===== config.mk =====
export PLATFORM = sky130hd
export DESIGN_NAME = rx_packet_buffer
export DESIGN_NICKNAME = d
export VERILOG_FILES = /design/src/rtl/rx_packet_buffer.sv
export SDC_FILE = /design/constraint.sdc
export NUM_CORES = 1
export LEC_CHECK = 0
export ABC_AREA = 0
export BUFFER_PORTS_ARGS = -buffer_cell sky130_fd_sc_hd__buf_2
export CORE_UTILIZATION = 45
export DETAILED_ROUTE_END_ITERATION = 10
export HOLD_SLACK_MARGIN = 0.08
export MAX_ROUTING_LAYER = met4
export PLACE_DENSITY = 0.57
export SETUP_SLACK_MARGIN = 0.15
export SYNTH_ARGS = -nofsm -noshare
export SYNTH_HDL_FRONTEND = slang
export SYNTH_SLANG_ARGS = --single-unit

===== constraint.sdc =====
create_clock -name clk -period 8 [get_ports clk]
set_input_delay 1.6 -clock clk [delete_from_list [all_inputs] [get_ports clk]]
set_output_delay 1.6 -clock clk [all_outputs]
set_load 0.01 [all_outputs]

===== src/rtl/rx_packet_buffer.sv =====
// rx_packet_buffer: packet-aware receive FIFO; bytes are written speculatively,
// committed (CRC stripped) on a good DATA code and rolled back on error.
module rx_packet_buffer #(
  parameter int DEPTH  = 64,
  parameter int ADDR_W = 6
) (
  input  logic              clk,
  input  logic              n_rst,
  input  logic [2:0]        RX_packet,
  input  logic              store_RX_packet_data,
  input  logic [7:0]        RX_packet_data,
  input  logic              get_rx_data,
  input  logic              flush,
  input  logic              clear_status,
  output logic [7:0]        rx_data,
  output logic              rx_data_valid,
  output logic [ADDR_W:0]   buffer_occupancy,
  output logic [2:0]        rx_packet_status,
  output logic              rx_packet_new,
  output logic              rx_overflow
);

  localparam int PW = ADDR_W + 1;
  localparam logic [PW-1:0] LP_DEPTH = PW'(DEPTH);
  localparam logic [PW-1:0] LP_TWO   = PW'(2);
  localparam logic [PW-1:0] LP_ONE   = PW'(1);

  typedef enum logic {IDLE, RECV} state_t;

  state_t        r_state, w_state_nxt;
  logic [7:0]    r_mem [DEPTH];
  logic [PW-1:0] r_wptr, r_cptr, r_rptr, r_occ;
  logic [2:0]    r_prev, r_status;
  logic [7:0]    r_data;
  logic          r_valid, r_new, r_ovf, r_pkt_bad;

  logic          w_cap, w_token, w_full, w_st_ok, w_drop;
  logic          w_commit, w_commit_ok, w_rollback, w_abort, w_pop;
  logic [2:0]    w_code;
  logic [PW-1:0] w_wst, w_pend;

  always_comb begin
    w_code   = (RX_packet == 3'b111) ? 3'b110 : RX_packet;
    w_cap    = (RX_packet != 3'b000) && (RX_packet != r_prev);
    w_token  = w_code inside {3'b001, 3'b010, 3'b100, 3'b101};
    w_full   = (r_wptr - r_rptr) >= LP_DEPTH;
    w_st_ok  = store_RX_packet_data & ~w_full;
    w_drop   = store_RX_packet_data & w_full;
    // pending length includes a byte landing in the same cycle
    w_wst    = r_wptr + (w_st_ok ? LP_ONE : '0);
    w_pend   = w_wst - r_cptr;
    w_commit = w_cap && (w_code == 3'b011);
    w_commit_ok = w_commit && (w_pend >= LP_TWO)
                  && !(r_pkt_bad | w_drop);
    w_rollback = w_cap && ((w_code == 3'b110)
                 || (w_token && r_state == RECV));
    w_abort  = (w_commit & ~w_commit_ok) | w_rollback;
    w_pop    = get_rx_data && (r_cptr != r_rptr);
    w_state_nxt = r_state;
    if (flush)
      w_state_nxt = IDLE;
    else if (w_commit || w_rollback)
      w_state_nxt = IDLE;
    else if (store_RX_packet_data)
      w_state_nxt = RECV;
  end

  always_ff @(posedge clk or negedge n_rst) begin
    if (!n_rst) r_state <= IDLE;
    else        r_state <= w_state_nxt;
  end

  always_ff @(posedge clk) begin
    if (!flush && w_st_ok)
      r_mem[r_wptr[ADDR_W-1:0]] <= RX_packet_data;
  end

  always_ff @(posedge clk or negedge n_rst) begin
    if (!n_rst) begin
      r_wptr    <= '0;
      r_cptr    <= '0;
      r_rptr    <= '0;
      r_occ     <= '0;
      r_prev    <= 3'b000;
      r_status  <= 3'b000;
      r_data    <= 8'h00;
      r_valid   <= 1'b0;
      r_new     <= 1'b0;
      r_ovf     <= 1'b0;
      r_pkt_bad <= 1'b0;
    end else begin
      r_prev <= RX_packet;
      if (flush) begin
        r_wptr    <= '0;
        r_cptr    <= '0;
        r_rptr    <= '0;
        r_occ     <= '0;
        r_valid   <= 1'b0;
        r_new     <= 1'b0;
        r_ovf     <= 1'b0;
        r_pkt_bad <= 1'b0;
      end else begin
        r_valid <= w_pop;
        r_occ   <= r_cptr - r_rptr;
        if (w_pop) begin
          r_data <= r_mem[r_rptr[ADDR_W-1:0]];
          r_rptr <= r_rptr + LP_ONE;
        end
        if (w_drop) r_ovf <= 1'b1;
        unique case (1'b1)
          w_commit_ok: begin
            r_cptr    <= w_wst - LP_TWO;
            r_wptr    <= w_wst - LP_TWO;
            r_pkt_bad <= 1'b0;
          end
          w_abort: begin
            r_wptr    <= r_cptr;
            r_pkt_bad <= 1'b0;
          end
          default: begin
            r_wptr    <= w_wst;
            r_pkt_bad <= r_pkt_bad | w_drop;
          end
        endcase
        if (w_cap) begin
          r_new    <= 1'b1;
          r_status <= (w_commit && !w_commit_ok) ? 3'b110 : w_code;
        end else if (clear_status) begin
          r_new <= 1'b0;
        end
      end
    end
  end

  assign rx_data          = r_data;
  assign rx_data_valid    = r_valid;
  assign buffer_occupancy = r_occ;
  assign rx_packet_status = r_status;
  assign rx_packet_new    = r_new;
  assign rx_overflow      = r_ovf;

endmodule

==> results.txt, run 1 <==
----------------------------------------------------
[Setup path]
  Flop2flop setup slack ... around 2.7 ns
  Kind of critical path ... reg -> reg
  Required time of the critical path ... around 8.5 ns
  Sort of element at the end of the critical path ... flip-flop
  Highest fanout seen on the critical path ... 20
  Endpoint arrival time on the critical path ... between 5 and 6 ns
  Crit start category ... flip-flop

[Synth]
  Register bit count reported by yosys ... between 500 and 600
  Post-Synthesis Net Count ... around 1200
  Mean area per synthesized cell ... 19.90 um2
  Dominant register cell in the synthesized netlist ... sky130_fd_sc_hd__edfxtp_1
  Number of enable-type register cells in the synthesized netlist ... around 510
  Area share of the leading cell type in the synthesized netlist ... between 60% and 70%
  Number of instances in the synthesized netlist ... 1137
  Count of warnings emitted by yosys ... 0
  Cell types occupying the most area after synthesis ... sky130_fd_sc_hd__edfxtp_1, sky130_fd_sc_hd__mux4_2, sky130_fd_sc_hd__dfrtp_1, sky130_fd_sc_hd__nor2_1, sky130_fd_sc_hd__ha_1
  Fraction of synthesis flops using an asynchronous set or reset pin ... about 8.4%
  Seq/Total Area, Yosys ... about three quarters
  Cell accounting for the most synthesized area ... sky130_fd_sc_hd__edfxtp_1
  Number of library cell types mapped by synthesis ... 55
  Synthesized cell area ... around 23000 um2

[Global routing]
  Global-route wire length before repair ... between 70000 and 80000 um
  Sum of overflow across all layers after global routing ... 0
  Initial antenna violation count ... 0
  Maximum number of pins on one net before global-route repair ... 111
  Via count of the first global-routing pass ... 11140
  Overall fraction of global-route tracks in use ... 21.02%

[Placed design]
  Global placement routability congestion ... about 0.8
  Placed instance area ... ~24000 um2
  DPL Wire Length ... ~30000 um
  Port Buffers ... 37

[CTS]
  Count of hold-fix buffers inserted at cts ... 0
  Clk buf depth ... 3
  Worst-path clk slew ... approximately 0.060 ns
  Buffer type at the clock tree root ... sky130_fd_sc_hd__clkbuf_16
  Number of buffers added by the clock tree synthesis step ... 57
  Clock latency on the worst-skew pair ... a little over 0.6 ns
  H-tree level count ... 2
  Clock sink count ... roughly 560
  CTS tree ... done
  Post-CTS Setup Bufs ... 0
  Post-CTS sizing ... 0

[STA]
  Headroom to the max-slew limit ... 25.67%
  Share of the clock period used by the worst path after layout ... between 60% and 70%
  Maximum clock frequency ... roughly 190 MHz
  Final count of negative-setup-slack endpoints ... 0
  RSZ-0062 raised after global routing ... no
  Worst clock skew on the final layout ... 0.02493 ns
  Accumulated negative setup slack ... 0 ns
  Final worst path period need ... between 5 and 6 ns
  Transition time at the pin with the least slew margin ... ~1.1 ns
  Final slew viol count ... 0
  Final count of hold timing violations ... 0

[Route]
  Post-detailed-route via-to-cell ratio ... approximately 5.7
  Number of antenna-violating nets in the routed design ... 0
  DRC ... 0
  Routed vias ... ~11000
  Total wire length ... roughly 50000 um
  WL per Instance ... around 26 um
  First-pass iteration count of the detailed router ... 5
  Number of violations reported at the end of detailed-routing iteration 0 ... approximately 860

[Run]
  Max-capacitance violation count ... 0

[Cells and area]
  Count of inserted antenna diode cells ... 0
  Final-stage net count ... between 1000 and 1500
  Most frequent cells in the layout ... sky130_fd_sc_hd__edfxtp_1, sky130_fd_sc_hd__mux4_2, sky130_fd_sc_hd__nor2_1
  Final design instance area without fill ... 25330 um2
  Most common library cell in the layout ignoring fill and taps ... sky130_fd_sc_hd__edfxtp_1
  Layout overhead on the synthesized area ... 11.92%
  Layout cells sized above 1 ... 24.74%
  Number of filler instances in the final layout ... between 3000 and 4000

[Power and ir drop]
  Sw frac ... about 29%
  Combinational share of power ... a little under a quarter
  Power density normalized to cell area ... between 300 and 400 nW/um2
  Part of the total power dissipated in the clock network ... 32.9%
  Net switching power figure ... roughly 2300 uW
  Int Power ... about 5600 uW
  Leakage power figure ... between 0.008 and 0.009 uW
  Flop pwr share ... between 40% and 50%
  Worst-case vdd ir drop ... between 0.2 and 0.25 mV

[Die]
  Number of rows in the core area ... about 80
  Number of top-level design ports ... 38
  Full die area ... roughly 51000 um2
  Core region area ... about 50000 um2
  Die extent in y ... around 230 um
  Starting density of the core ... 45.95%
  Floorplan die width ... 226.3 um

[Status]
  Run status ... complete, no violations

[Worst hold path]
  Min-Delay Path Class ... reg -> reg

----------------------------------------------------
[final timing paths]
check	startpoint	to	cells past startpoint
max reg2reg	r_rptr[5]$_DFFE_PN0P_	r_wptr[0]$_DFF_PN0_	19
max in group asynchronous	n_rst	r_rptr[1]$_DFFE_PN0P_	1
min	rx_packet_status[1]$_DFFE_PN0P_	rx_packet_status[1]$_DFFE_PN0P_	1
min reg2reg	rx_packet_status[1]$_DFFE_PN0P_	rx_packet_status[1]$_DFFE_PN0P_	1
min in group asynchronous	n_rst	r_prev[1]$_DFF_PN0_	1
max	r_rptr[5]$_DFFE_PN0P_	r_wptr[0]$_DFF_PN0_	19
[metrics by stage]
stage / total power, uW / setup WS [ns] / util (%) / hold WS [ns] / cells
after global routing: 8203 / 2.096 / 51.42 / 0.5270 / 1897
final: 7847 / 2.715 / 51.42 / 0.5009 / 1897
after global placement: 5338 / 2.858 / 47.78 / 0.4889 / 1797
after floorplan: 4801 / 3.082 / - / 0.5227 / 1137
after CTS: 7920 / 2.720 / 51.42 / 0.5051 / 1897
after detailed placement: 5348 / 2.736 / 47.78 / 0.4879 / 1797
[critical path: stages, from the launching register on]
cell and delay (ns):
sky130_fd_sc_hd__dfrtp_1 0.37, sky130_fd_sc_hd__inv_2 0.48, sky130_fd_sc_hd__ha_1 0.38, sky130_fd_sc_hd__and4_1 0.16, sky130_fd_sc_hd__o21ai_0 0.14, sky130_fd_sc_hd__nand3_1 0.14
sky130_fd_sc_hd__xnor2_1 0.19, sky130_fd_sc_hd__nor2_1 0.37, sky130_fd_sc_hd__ha_1 0.34, sky130_fd_sc_hd__inv_1 0.07, sky130_fd_sc_hd__ha_1 0.16, sky130_fd_sc_hd__inv_1 0.06
sky130_fd_sc_hd__fa_1 0.43, sky130_fd_sc_hd__a21o_1 0.19, sky130_fd_sc_hd__a21oi_1 0.28, sky130_fd_sc_hd__o21ai_0 0.18, sky130_fd_sc_hd__xor2_1 0.21, sky130_fd_sc_hd__o221ai_1 0.67
sky130_fd_sc_hd__mux2i_1 0.26, sky130_fd_sc_hd__nor2_1 0.06
[routing by layer]
metal  share of wire (%)  vias up  global-route usage [%]
li1                    -     4739                       -
met2                  49      301                   32.73
met1                  44     5759                   28.76
met4                 1.9        0                   5.841
met3                 5.6       70                   3.628
met5                   0        -                       -
[sequential cells by signal, summed over array words and instances, names as in the netlist, 3 cells and up]
| register | count |
|---|---|
| rx_packet_status | 3 |
| buffer_occupancy | 7 |
| rx_data | 8 |
| r_mem | 512 |
| r_wptr | 7 |
| r_prev | 3 |
| r_rptr | 7 |
| r_cptr | 7 |
[cells in the mapped netlist (11+ instances only)]
master,count
sky130_fd_sc_hd__mux2i_1,18
sky130_fd_sc_hd__edfxtp_1,512
sky130_fd_sc_hd__mux4_2,160
sky130_fd_sc_hd__buf_2,15
sky130_fd_sc_hd__dfrtp_1,47
sky130_fd_sc_hd__a21oi_1,24
sky130_fd_sc_hd__nand3_1,11
sky130_fd_sc_hd__ha_1,23
sky130_fd_sc_hd__clkbuf_1,17
sky130_fd_sc_hd__nor2_1,88
sky130_fd_sc_hd__inv_1,22
sky130_fd_sc_hd__buf_1,20
sky130_fd_sc_hd__nand2_1,43
sky130_fd_sc_hd__xnor2_1,18
sky130_fd_sc_hd__o21ai_0,15
[cells by family after synthesis]
| logic type | after synthesis | synth area share (%) |
|---|---|---|
| AO/OA/AOI/OAI | 77 | 2.206 |
| XOR/XNOR | 28 | 1.150 |
| AND/OR/NAND/NOR | 189 | 3.820 |
| multiplexers | 179 | 16.77 |
| flip-flops | 559 | 73.14 |
| buffers and inverters | 80 | 1.471 |
| adder cells (fa/ha/maj) | 25 | 1.449 |
[layout make-up]
type / count / area [um2] / area share, %
clock buffer: 71 / 1510 / 5.963
tap: 664 / 830.8 / 3.280
timing repair buffer: 52 / 310.3 / 1.225
inverter: 24 / 90.09 / 0.3557
sequential: 559 / 16560 / 65.38
clock inverter: 29 / 281.5 / 1.111
multi-input combinational: 498 / 5747 / 22.69
[power groups by stage]
stage | sequential [uW] | clock, uW | combinational, uW
after detailed placement | 3490 | 0 | 1860
after CTS | 3430 | 2630 | 1860
final | 3430 | 2580 | 1840
after floorplan | 3430 | 0 | 1370
after global placement | 3490 | 0 | 1850
after global routing | 3440 | 2730 | 2020
Note: power is estimated with default switching activity, not from simulation.
==> inputs of run 2 (changes only) <==
==> constraint.sdc (replaced) <==
create_clock -name clk -period 5.35 [get_ports clk]
set_input_delay 1.07 -clock clk [delete_from_list [all_inputs] [get_ports clk]]
set_output_delay 1.07 -clock clk [all_outputs]
set_load 0.01 [all_outputs]
==> run 2 against run 1 <==
  * Hold slack gained 0.0097 ns
  * Maximum frequency grew 11%
  * Highest routed layer unchanged
  * Global-route usage up 0.24 points
  * Total power rose by 50%
  * Sequential power grew 48%
  * Sequential share of layout area is essentially flat
  * Wire length up 1.1%
  * Core utilization hardly changed
  * Critical path depth grew 1
==> results.txt, run 2 (synthesized netlist as in run 1, its figures left out) <==
----------------------------------------------------
[STA]
  Transition time at the pin with the least slew margin ... 1.022 ns (was 1.115 ns)
  RSZ-0062 raised after global routing ... no (unchanged)
  Accumulated negative setup slack ... 0 ns (unchanged)
  Setup WS post-layout ... 0.5957 ns (was 2.715 ns)
  Final worst path period need ... 4.754 ns (was 5.285 ns)
  Final count of hold timing violations ... 0 (unchanged)
  Final count of negative-setup-slack endpoints ... 0 (unchanged)
  Worst clock skew on the final layout ... 0.02200 ns (was 0.02493 ns)
  Headroom to the max-slew limit ... 31.83% (was 25.67%)
  Maximum clock frequency ... 210.3 MHz (was 189.2 MHz)
  Final slew viol count ... 0 (unchanged)
  Share of the clock period used by the worst path after layout ... 88.87% (was 66.07%)

[Global routing]
  Overall fraction of global-route tracks in use ... 21.26% (was 21.02%)
  Maximum number of pins on one net before global-route repair ... 87 (was 111)
  Via count of the first global-routing pass ... 11180 (was 11140)
  Global-route wire length before repair ... 75260 um (was 74210 um)
  Sum of overflow across all layers after global routing ... 0 (unchanged)
  Initial antenna violation count ... 0 (unchanged)

[Run]
  Max-capacitance violation count ... 0 (unchanged)

[Setup path]
  Chain of cells forming the critical path ... inv_1 -> ha_1 -> nor2b_1 -> o21ai_0 -> nand3_1 -> xnor2_1 -> nor2_2 -> ha_1 -> inv_1 -> ha_1 -> inv_1 -> fa_1 -> a21o_1 -> a21oi_1 -> o21ai_0 -> xor2_2 -> nor3_4 -> buf_12 -> or3_1 -> a31oi_1 (was inv_2 -> ha_1 -> and4_1 -> o21ai_0 -> nand3_1 -> xnor2_1 -> nor2_1 -> ha_1 -> inv_1 -> ha_1 -> inv_1 -> fa_1 -> a21o_1 -> a21oi_1 -> o21ai_0 -> xor2_1 -> o221ai_1 -> mux2i_1 -> nor2_1)
  Endpoint arrival time on the critical path ... 5.29 ns (was 5.77 ns)
  Endpoint of the lowest-slack register-to-register path ... r_wptr[6]$_DFF_PN0_ (was r_wptr[0]$_DFF_PN0_)
  Worst reg2reg path depth ... 20 (was 19)
  Standard cell with the maximum stage delay on the critical path ... sky130_fd_sc_hd__dfrtp_4 (was sky130_fd_sc_hd__o221ai_1)
  Sort of element at the end of the critical path ... flip-flop (unchanged)
  Required time of the critical path ... 5.88 ns (was 8.48 ns)
  Flop2flop setup slack ... 0.60 ns (was 2.71 ns)
  Crit start category ... flip-flop (unchanged)
  Reg2Reg Launch Point ... r_rptr[1]$_DFFE_PN0P_ (was r_rptr[5]$_DFFE_PN0P_)
  Highest fanout seen on the critical path ... 15 (was 20)
  Largest stage delay, worst path ... 0.46 ns (was 0.67 ns)
  Kind of critical path ... reg -> reg (unchanged)

[CTS]
  H-tree level count ... 2 (unchanged)
  Worst-path clk slew ... 0.06 ns (about the same)
  Count of hold-fix buffers inserted at cts ... 0 (unchanged)
  Clk buf depth ... 3 (unchanged)
  Buffer type at the clock tree root ... sky130_fd_sc_hd__clkbuf_16 (unchanged)
  Number of buffers added by the clock tree synthesis step ... 57 (unchanged)
  Clock sink count ... 559 (unchanged)
  Clock latency on the worst-skew pair ... 0.62 ns (was 0.61 ns)
  CTS tree ... done (unchanged)

[Route]
  Routed vias ... 10940 (was 10870)
  Post-detailed-route via-to-cell ratio ... 5.717 (was 5.730)
  DRC ... 0 (unchanged)
  Number of violations reported at the end of detailed-routing iteration 0 ... 954 (was 859)
  Total wire length ... 50820 um (was 50270 um)
  WL per Instance ... 26.55 um (was 26.50 um)
  First-pass iteration count of the detailed router ... 5 (unchanged)
  Number of antenna-violating nets in the routed design ... 0 (unchanged)

[Cells and area]
  Count of inserted antenna diode cells ... 0 (unchanged)
  Layout overhead on the synthesized area ... 11.95% (was 11.92%)
  Number of filler instances in the final layout ... 3984 (was 3965)
  Layout cells sized above 1 ... 24.80% (was 24.74%)
  Combined flip-flop and latch cell area ... 16560 um2 (unchanged)
  Most frequent cells in the layout ... sky130_fd_sc_hd__edfxtp_1, sky130_fd_sc_hd__mux4_2, sky130_fd_sc_hd__nor2_1 (unchanged)
  Final-stage net count ... 1243 (was 1234)
  Most common library cell in the layout ignoring fill and taps ... sky130_fd_sc_hd__edfxtp_1 (unchanged)
  Max reg flops ... 512 (unchanged)
  Multi-input logic area ... 5769 um2 (was 5747 um2)

[Die]
  Number of rows in the core area ... 81 (unchanged)
  Die extent in y ... 226.3 um (unchanged)
  Floorplan die width ... 226.3 um (unchanged)
  Number of top-level design ports ... 38 (unchanged)
  Core region area ... 49250 um2 (unchanged)
  Starting density of the core ... 45.95% (unchanged)
  Full die area ... 51190 um2 (unchanged)

[Placed design]
  DPL Wire Length ... 29130 um (was 29400 um)
  Port Buffers ... 37 (unchanged)
  Post-Place Setup Slack ... 0.2996 ns (was 2.736 ns)
  Global placement routability congestion ... 0.8034 (was 0.7974)

[Worst hold path]
  Worst Min Path Start ... rx_packet_status[1]$_DFFE_PN0P_ (unchanged)
  Worst hold path depth ... 1 (unchanged)
  Min-Delay Path Class ... reg -> reg (unchanged)
  Worst hold endpoint ... rx_packet_status[1]$_DFFE_PN0P_ (unchanged)

[Power and ir drop]
  Int Power ... 8282 uW (was 5595 uW)
  Sw frac ... 29.64% (was 28.70%)
  Total design power ... 11770 uW (was 7847 uW)
  Net switching power figure ... 3489 uW (was 2252 uW)
  Part of the total power dissipated in the clock network ... 31.2% (was 32.9%)
  Combinational share of power ... 25.6% (was 23.4%)
  Flop pwr share ... 43.2% (was 43.7%)
  Power density normalized to cell area ... 464.6 nW/um2 (was 309.8 nW/um2)
  Worst-case vdd ir drop ... 0.3679 mV (was 0.2033 mV)
  Leakage power figure ... 0.008120 uW (was 0.008126 uW)

[Status]
  Run status ... complete, no violations (unchanged)

----------------------------------------------------
## run 2: changes by cell type in the layout (fill, tap and decap cells not counted), moves of 2 or more
cell and change:
sky130_fd_sc_hd__inv_6 +3, sky130_fd_sc_hd__clkinvlp_4 +2, sky130_fd_sc_hd__clkbuf_1 +2, sky130_fd_sc_hd__bufinv_16 -4
sky130_fd_sc_hd__buf_4 +8, sky130_fd_sc_hd__clkinv_4 -2, sky130_fd_sc_hd__clkinv_2 -4, sky130_fd_sc_hd__clkinv_1 +13
## run 2: how the worst max path moves through the flow
stage | start | endpoint | slack (ns) | cells after the start
6_report | r_rptr[1]$_DFFE_PN0P_ | r_wptr[6]$_DFF_PN0_ | 0.60 | 20
4_1_cts | r_wptr[5]$_DFF_PN0_ | r_wptr[6]$_DFF_PN0_ | 0.27 | 17
3_3_place_gp | r_wptr[5]$_DFF_PN0_ | r_wptr[4]$_DFF_PN0_ | 0.43 | 18
2_1_floorplan | r_rptr[1]$_DFFE_PN0P_ | r_wptr[2]$_DFF_PN0_ | 0.43 | 23
5_1_grt | r_rptr[1]$_DFFE_PN0P_ | r_wptr[6]$_DFF_PN0_ | 0.21 | 20
3_5_place_dp | r_wptr[5]$_DFF_PN0_ | r_wptr[3]$_DFF_PN0_ | 0.30 | 17
## run 2: routing by layer
metal / part of all wire, % / track usage, %
met5: 0 / -
met4: 2.0 / 5.035
met3: 5.3 / 3.473
met2: 49 / 33.04
met1: 44 / 29.63
## run 2: timing repair
| item | 4_1_cts | 5_1_grt |
|---|---|---|
| endpoints found under the setup margin | 0 | 15 |
| gates resized for setup | 0 | 4 |
| endpoints found under the hold margin | 0 | 0 |
| setup buffers | 0 | 1 |
## run 2: power by group through the flow
stage,logic [uW],registers (uW),clock network [uW]
after floorplan,2040,5140,0
after global placement,2800,5180,0
after detailed placement,2830,5180,0
after CTS,2840,5090,3740
after global routing,3280,5110,3900
final,3010,5090,3670
## run 2: through the flow
stage | utilization [%] | std cells | area, um2 | hold slack, ns
6_report | 51.44 | 1914 | 25340 | 0.5106
5_1_grt | 51.44 | 1914 | 25340 | 0.5189
4_1_cts | 51.35 | 1913 | 25290 | 0.5095
3_5_place_dp | 47.91 | 1805 | 23600 | 0.4956
3_3_place_gp | 47.91 | 1805 | 23600 | 0.4880
2_1_floorplan | - | 1137 | 22630 | 0.5227
## run 2: layout make-up
class | count | share of cell area, %
clock buffer | 71 | 5.837
clock inverter | 37 | 0.8593
inverter | 24 | 0.3556
multi-input combinational | 498 | 22.77
sequential | 559 | 65.36
tap | 664 | 3.279
timing repair buffer | 61 | 1.541
## run 2: worst max-delay path: cells and delay by family (launching register included)
kind | cells | cell delay, ns
flops | 1 | 0.46
simple gates | 5 | 0.90
fa+ha+maj | 4 | 1.15
compound gates | 5 | 1.13
buf+inv | 4 | 0.44
xor+xnor | 2 | 0.60
==> inputs of run 3 (changes only) <==
--- a/config.mk
+++ b/config.mk
@@ -7,6 +7,7 @@
 export LEC_CHECK = 0
 export ABC_AREA = 0
 export BUFFER_PORTS_ARGS = -buffer_cell sky130_fd_sc_hd__buf_2
+export CORE_MARGIN = 3
 export CORE_UTILIZATION = 45
 export DETAILED_ROUTE_END_ITERATION = 10
 export HOLD_SLACK_MARGIN = 0.08
==> run 3 against run 2 <==
  * Register-to-register slack lost 0.10 ns
  * Critical path depth is the same
  * Count of clock-buffer cells in the layout shrank 1
  * Clock skew shrank 0.0087 ns
  * Highest routed layer unchanged
==> results.txt, run 3 (synthesized netlist as in run 1, its figures left out) <==
----------------------------------------------------
[STA]
  Worst clock skew on the final layout ... 0.01334 ns (was 0.02200 ns)
  Transition time at the pin with the least slew margin ... 0.9824 ns (was 1.022 ns)
  Accumulated negative setup slack ... 0 ns (unchanged)
  RSZ-0062 raised after global routing ... no (unchanged)
  Share of the clock period used by the worst path after layout ... 90.80% (was 88.87%)
  Worst hold margin ... 0.5083 ns (was 0.5106 ns)
  Final worst path period need ... 4.858 ns (was 4.754 ns)
  Maximum clock frequency ... 205.8 MHz (was 210.3 MHz)
  Final count of negative-setup-slack endpoints ... 0 (unchanged)
  Final slew viol count ... 0 (unchanged)
  Final count of hold timing violations ... 0 (unchanged)
  Headroom to the max-slew limit ... 34.32% (was 31.83%)

[Status]
  Run status ... complete, no violations (unchanged)

[Route]
  Number of antenna-violating nets in the routed design ... 0 (unchanged)
  Post-detailed-route via-to-cell ratio ... 5.685 (was 5.717)
  Routed vias ... 10830 (was 10940)
  WL per Instance ... 26.54 um (was 26.55 um)
  First-pass iteration count of the detailed router ... 5 (unchanged)
  Total wire length ... 50560 um (was 50820 um)
  Number of violations reported at the end of detailed-routing iteration 0 ... 827 (was 954)
  DRC ... 0 (unchanged)

[Global routing]
  Maximum number of pins on one net before global-route repair ... 132 (was 87)
  Global-route wire length before repair ... 75710 um (was 75260 um)
  Via count of the first global-routing pass ... 11330 (was 11180)
  Initial antenna violation count ... 0 (unchanged)
  Sum of overflow across all layers after global routing ... 0 (unchanged)
  Overall fraction of global-route tracks in use ... 20.17% (was 21.26%)

[CTS]
  Count of hold-fix buffers inserted at cts ... 0 (unchanged)
  Clock sink count ... 559 (unchanged)
  H-tree level count ... 2 (unchanged)
  Buffer type at the clock tree root ... sky130_fd_sc_hd__clkbuf_16 (unchanged)
  Clock latency on the worst-skew pair ... 0.60 ns (was 0.62 ns)
  Number of buffers added by the clock tree synthesis step ... 58 (was 57)
  Worst-path clk slew ... 0.06 ns (about the same)
  Clk buf depth ... 3 (unchanged)
  CTS tree ... done (unchanged)

[Power and ir drop]
  Power density normalized to cell area ... 474.5 nW/um2 (was 464.6 nW/um2)
  Leakage power figure ... 0.008190 uW (was 0.008120 uW)
  Worst-case vdd ir drop ... 0.3407 mV (was 0.3679 mV)

[Setup path]
  Crit start category ... flip-flop (unchanged)
  Worst reg2reg path depth ... 20 (unchanged)
  Endpoint arrival time on the critical path ... 5.38 ns (was 5.29 ns)
  Endpoint of the lowest-slack register-to-register path ... r_wptr[5]$_DFF_PN0_ (was r_wptr[6]$_DFF_PN0_)
  Sort of element at the end of the critical path ... flip-flop (unchanged)
  Flop2flop setup slack ... 0.49 ns (was 0.60 ns)
  Highest fanout seen on the critical path ... 15 (unchanged)
  Required time of the critical path ... 5.87 ns (was 5.88 ns)
  Kind of critical path ... reg -> reg (unchanged)
  Timing endpoint of the critical path ... r_wptr[5]$_DFF_PN0_ (was r_wptr[6]$_DFF_PN0_)
  Reg2Reg Launch Point ... r_rptr[1]$_DFFE_PN0P_ (unchanged)
  Crit path launch ... r_rptr[1]$_DFFE_PN0P_ (unchanged)

[Die]
  Starting density of the core ... 45.85% (was 45.95%)
  Number of rows in the core area ... 81 (unchanged)
  Core region area ... 49360 um2 (was 49250 um2)
  Die extent in y ... 230.3 um (was 226.3 um)
  Number of top-level design ports ... 38 (unchanged)
  Floorplan die width ... 230.3 um (was 226.3 um)
  Full die area ... 53020 um2 (was 51190 um2)

[Cells and area]
  Most frequent cells in the layout ... sky130_fd_sc_hd__edfxtp_1, sky130_fd_sc_hd__mux4_2, sky130_fd_sc_hd__nor2_1 (unchanged)
  Finished Core Util ... 51.65% (was 51.44%)
  Layout overhead on the synthesized area ... 12.65% (was 11.95%)
  Max reg flops ... 512 (unchanged)
  Final-stage net count ... 1239 (was 1243)
  Layout cells sized above 1 ... 24.98% (was 24.80%)
  Most common library cell in the layout ignoring fill and taps ... sky130_fd_sc_hd__edfxtp_1 (unchanged)
  Count of inserted antenna diode cells ... 0 (unchanged)

[Worst hold path]
  Min-Delay Path Class ... reg -> reg (unchanged)

[Placed design]
  Port Buffers ... 37 (unchanged)
  DPL Wire Length ... 29190 um (was 29130 um)
  Global placement routability congestion ... 0.7821 (was 0.8034)

[Run]
  Max-capacitance violation count ... 0 (unchanged)

----------------------------------------------------
[run 3: worst min path at each step]
stage	slack (ns)	cells after the start	startpoint	endpoint
3_5_place_dp	0.50	1	rx_packet_status[1]$_DFFE_PN0P_	rx_packet_status[1]$_DFFE_PN0P_
2_1_floorplan	0.52	2	r_state$_DFFE_PN0P_	r_state$_DFFE_PN0P_
5_1_grt	0.54	1	rx_packet_status[1]$_DFFE_PN0P_	rx_packet_status[1]$_DFFE_PN0P_
6_report	0.51	1	rx_packet_status[1]$_DFFE_PN0P_	rx_packet_status[1]$_DFFE_PN0P_
3_3_place_gp	0.49	1	rx_packet_status[1]$_DFFE_PN0P_	rx_packet_status[1]$_DFFE_PN0P_
4_1_cts	0.52	1	rx_packet_status[1]$_DFFE_PN0P_	rx_packet_status[1]$_DFFE_PN0P_
[run 3: final cells by class]
type                       count  area [um2]
clock buffer                  70        1528
clock inverter                34       356.6
fill                        3942       23860
inverter                      24       90.09
multi-input combinational    498        5762
sequential                   559       16560
tap                          664       830.8
timing repair buffer          56       365.4
[run 3: what timing repair did]
action | CTS | global route
buffers inserted | 0 | 1
resized for setup | 0 | 5
setup endpoints to repair | 0 | 16
[run 3: metrics by stage]
| stage | power [uW] | instance area, um2 | std cells | setup WS, ns |
|---|---|---|---|---|
| after floorplan | 7180 | 22630 | 1137 | 0.4319 |
| final | 12100 | 25490 | 1905 | 0.4919 |
| after CTS | 12030 | 25460 | 1904 | 0.2746 |
| after global routing | 12660 | 25490 | 1905 | 0.1586 |
| after global placement | 7971 | 23570 | 1800 | 0.4939 |
| after detailed placement | 8002 | 23570 | 1800 | 0.2965 |
[run 3: per-layer routing]
metal	vias to the layer above	wire length [um]	part of all wire, %	global-route usage [%]
li1	4752	-	-	-
met1	5728	22220	44	28.08
met2	272	24820	49	31.56
met3	78	2391	4.7	3.196
met4	0	1132	2.2	5.281
met5	-	0	0	-
[run 3: power by group]
part | switching [uW] | internal, uW | total, uW
combinational | 1670 | 1310 | 2980
clock | 1610 | 2400 | 4010
sequential | 153 | 4950 | 5100
total | 3440 | 8660 | 12100
[run 3: worst max-delay path, cell delays in order, from the launching register on]
cell and delay [ns]:
sky130_fd_sc_hd__dfrtp_4 0.48, sky130_fd_sc_hd__inv_1 0.13, sky130_fd_sc_hd__ha_1 0.24, sky130_fd_sc_hd__nor2b_1 0.13, sky130_fd_sc_hd__o21ai_0 0.29, sky130_fd_sc_hd__nand3_1 0.15
sky130_fd_sc_hd__xnor2_1 0.32, sky130_fd_sc_hd__nor2_2 0.13, sky130_fd_sc_hd__ha_1 0.32, sky130_fd_sc_hd__inv_1 0.08, sky130_fd_sc_hd__ha_1 0.16, sky130_fd_sc_hd__inv_1 0.06
sky130_fd_sc_hd__fa_1 0.43, sky130_fd_sc_hd__a21o_1 0.19, sky130_fd_sc_hd__a21oi_1 0.28, sky130_fd_sc_hd__o21ai_0 0.17, sky130_fd_sc_hd__xor2_1 0.35, sky130_fd_sc_hd__nor3_4 0.10
sky130_fd_sc_hd__buf_12 0.16, sky130_fd_sc_hd__or3_1 0.41, sky130_fd_sc_hd__a31oi_1 0.20
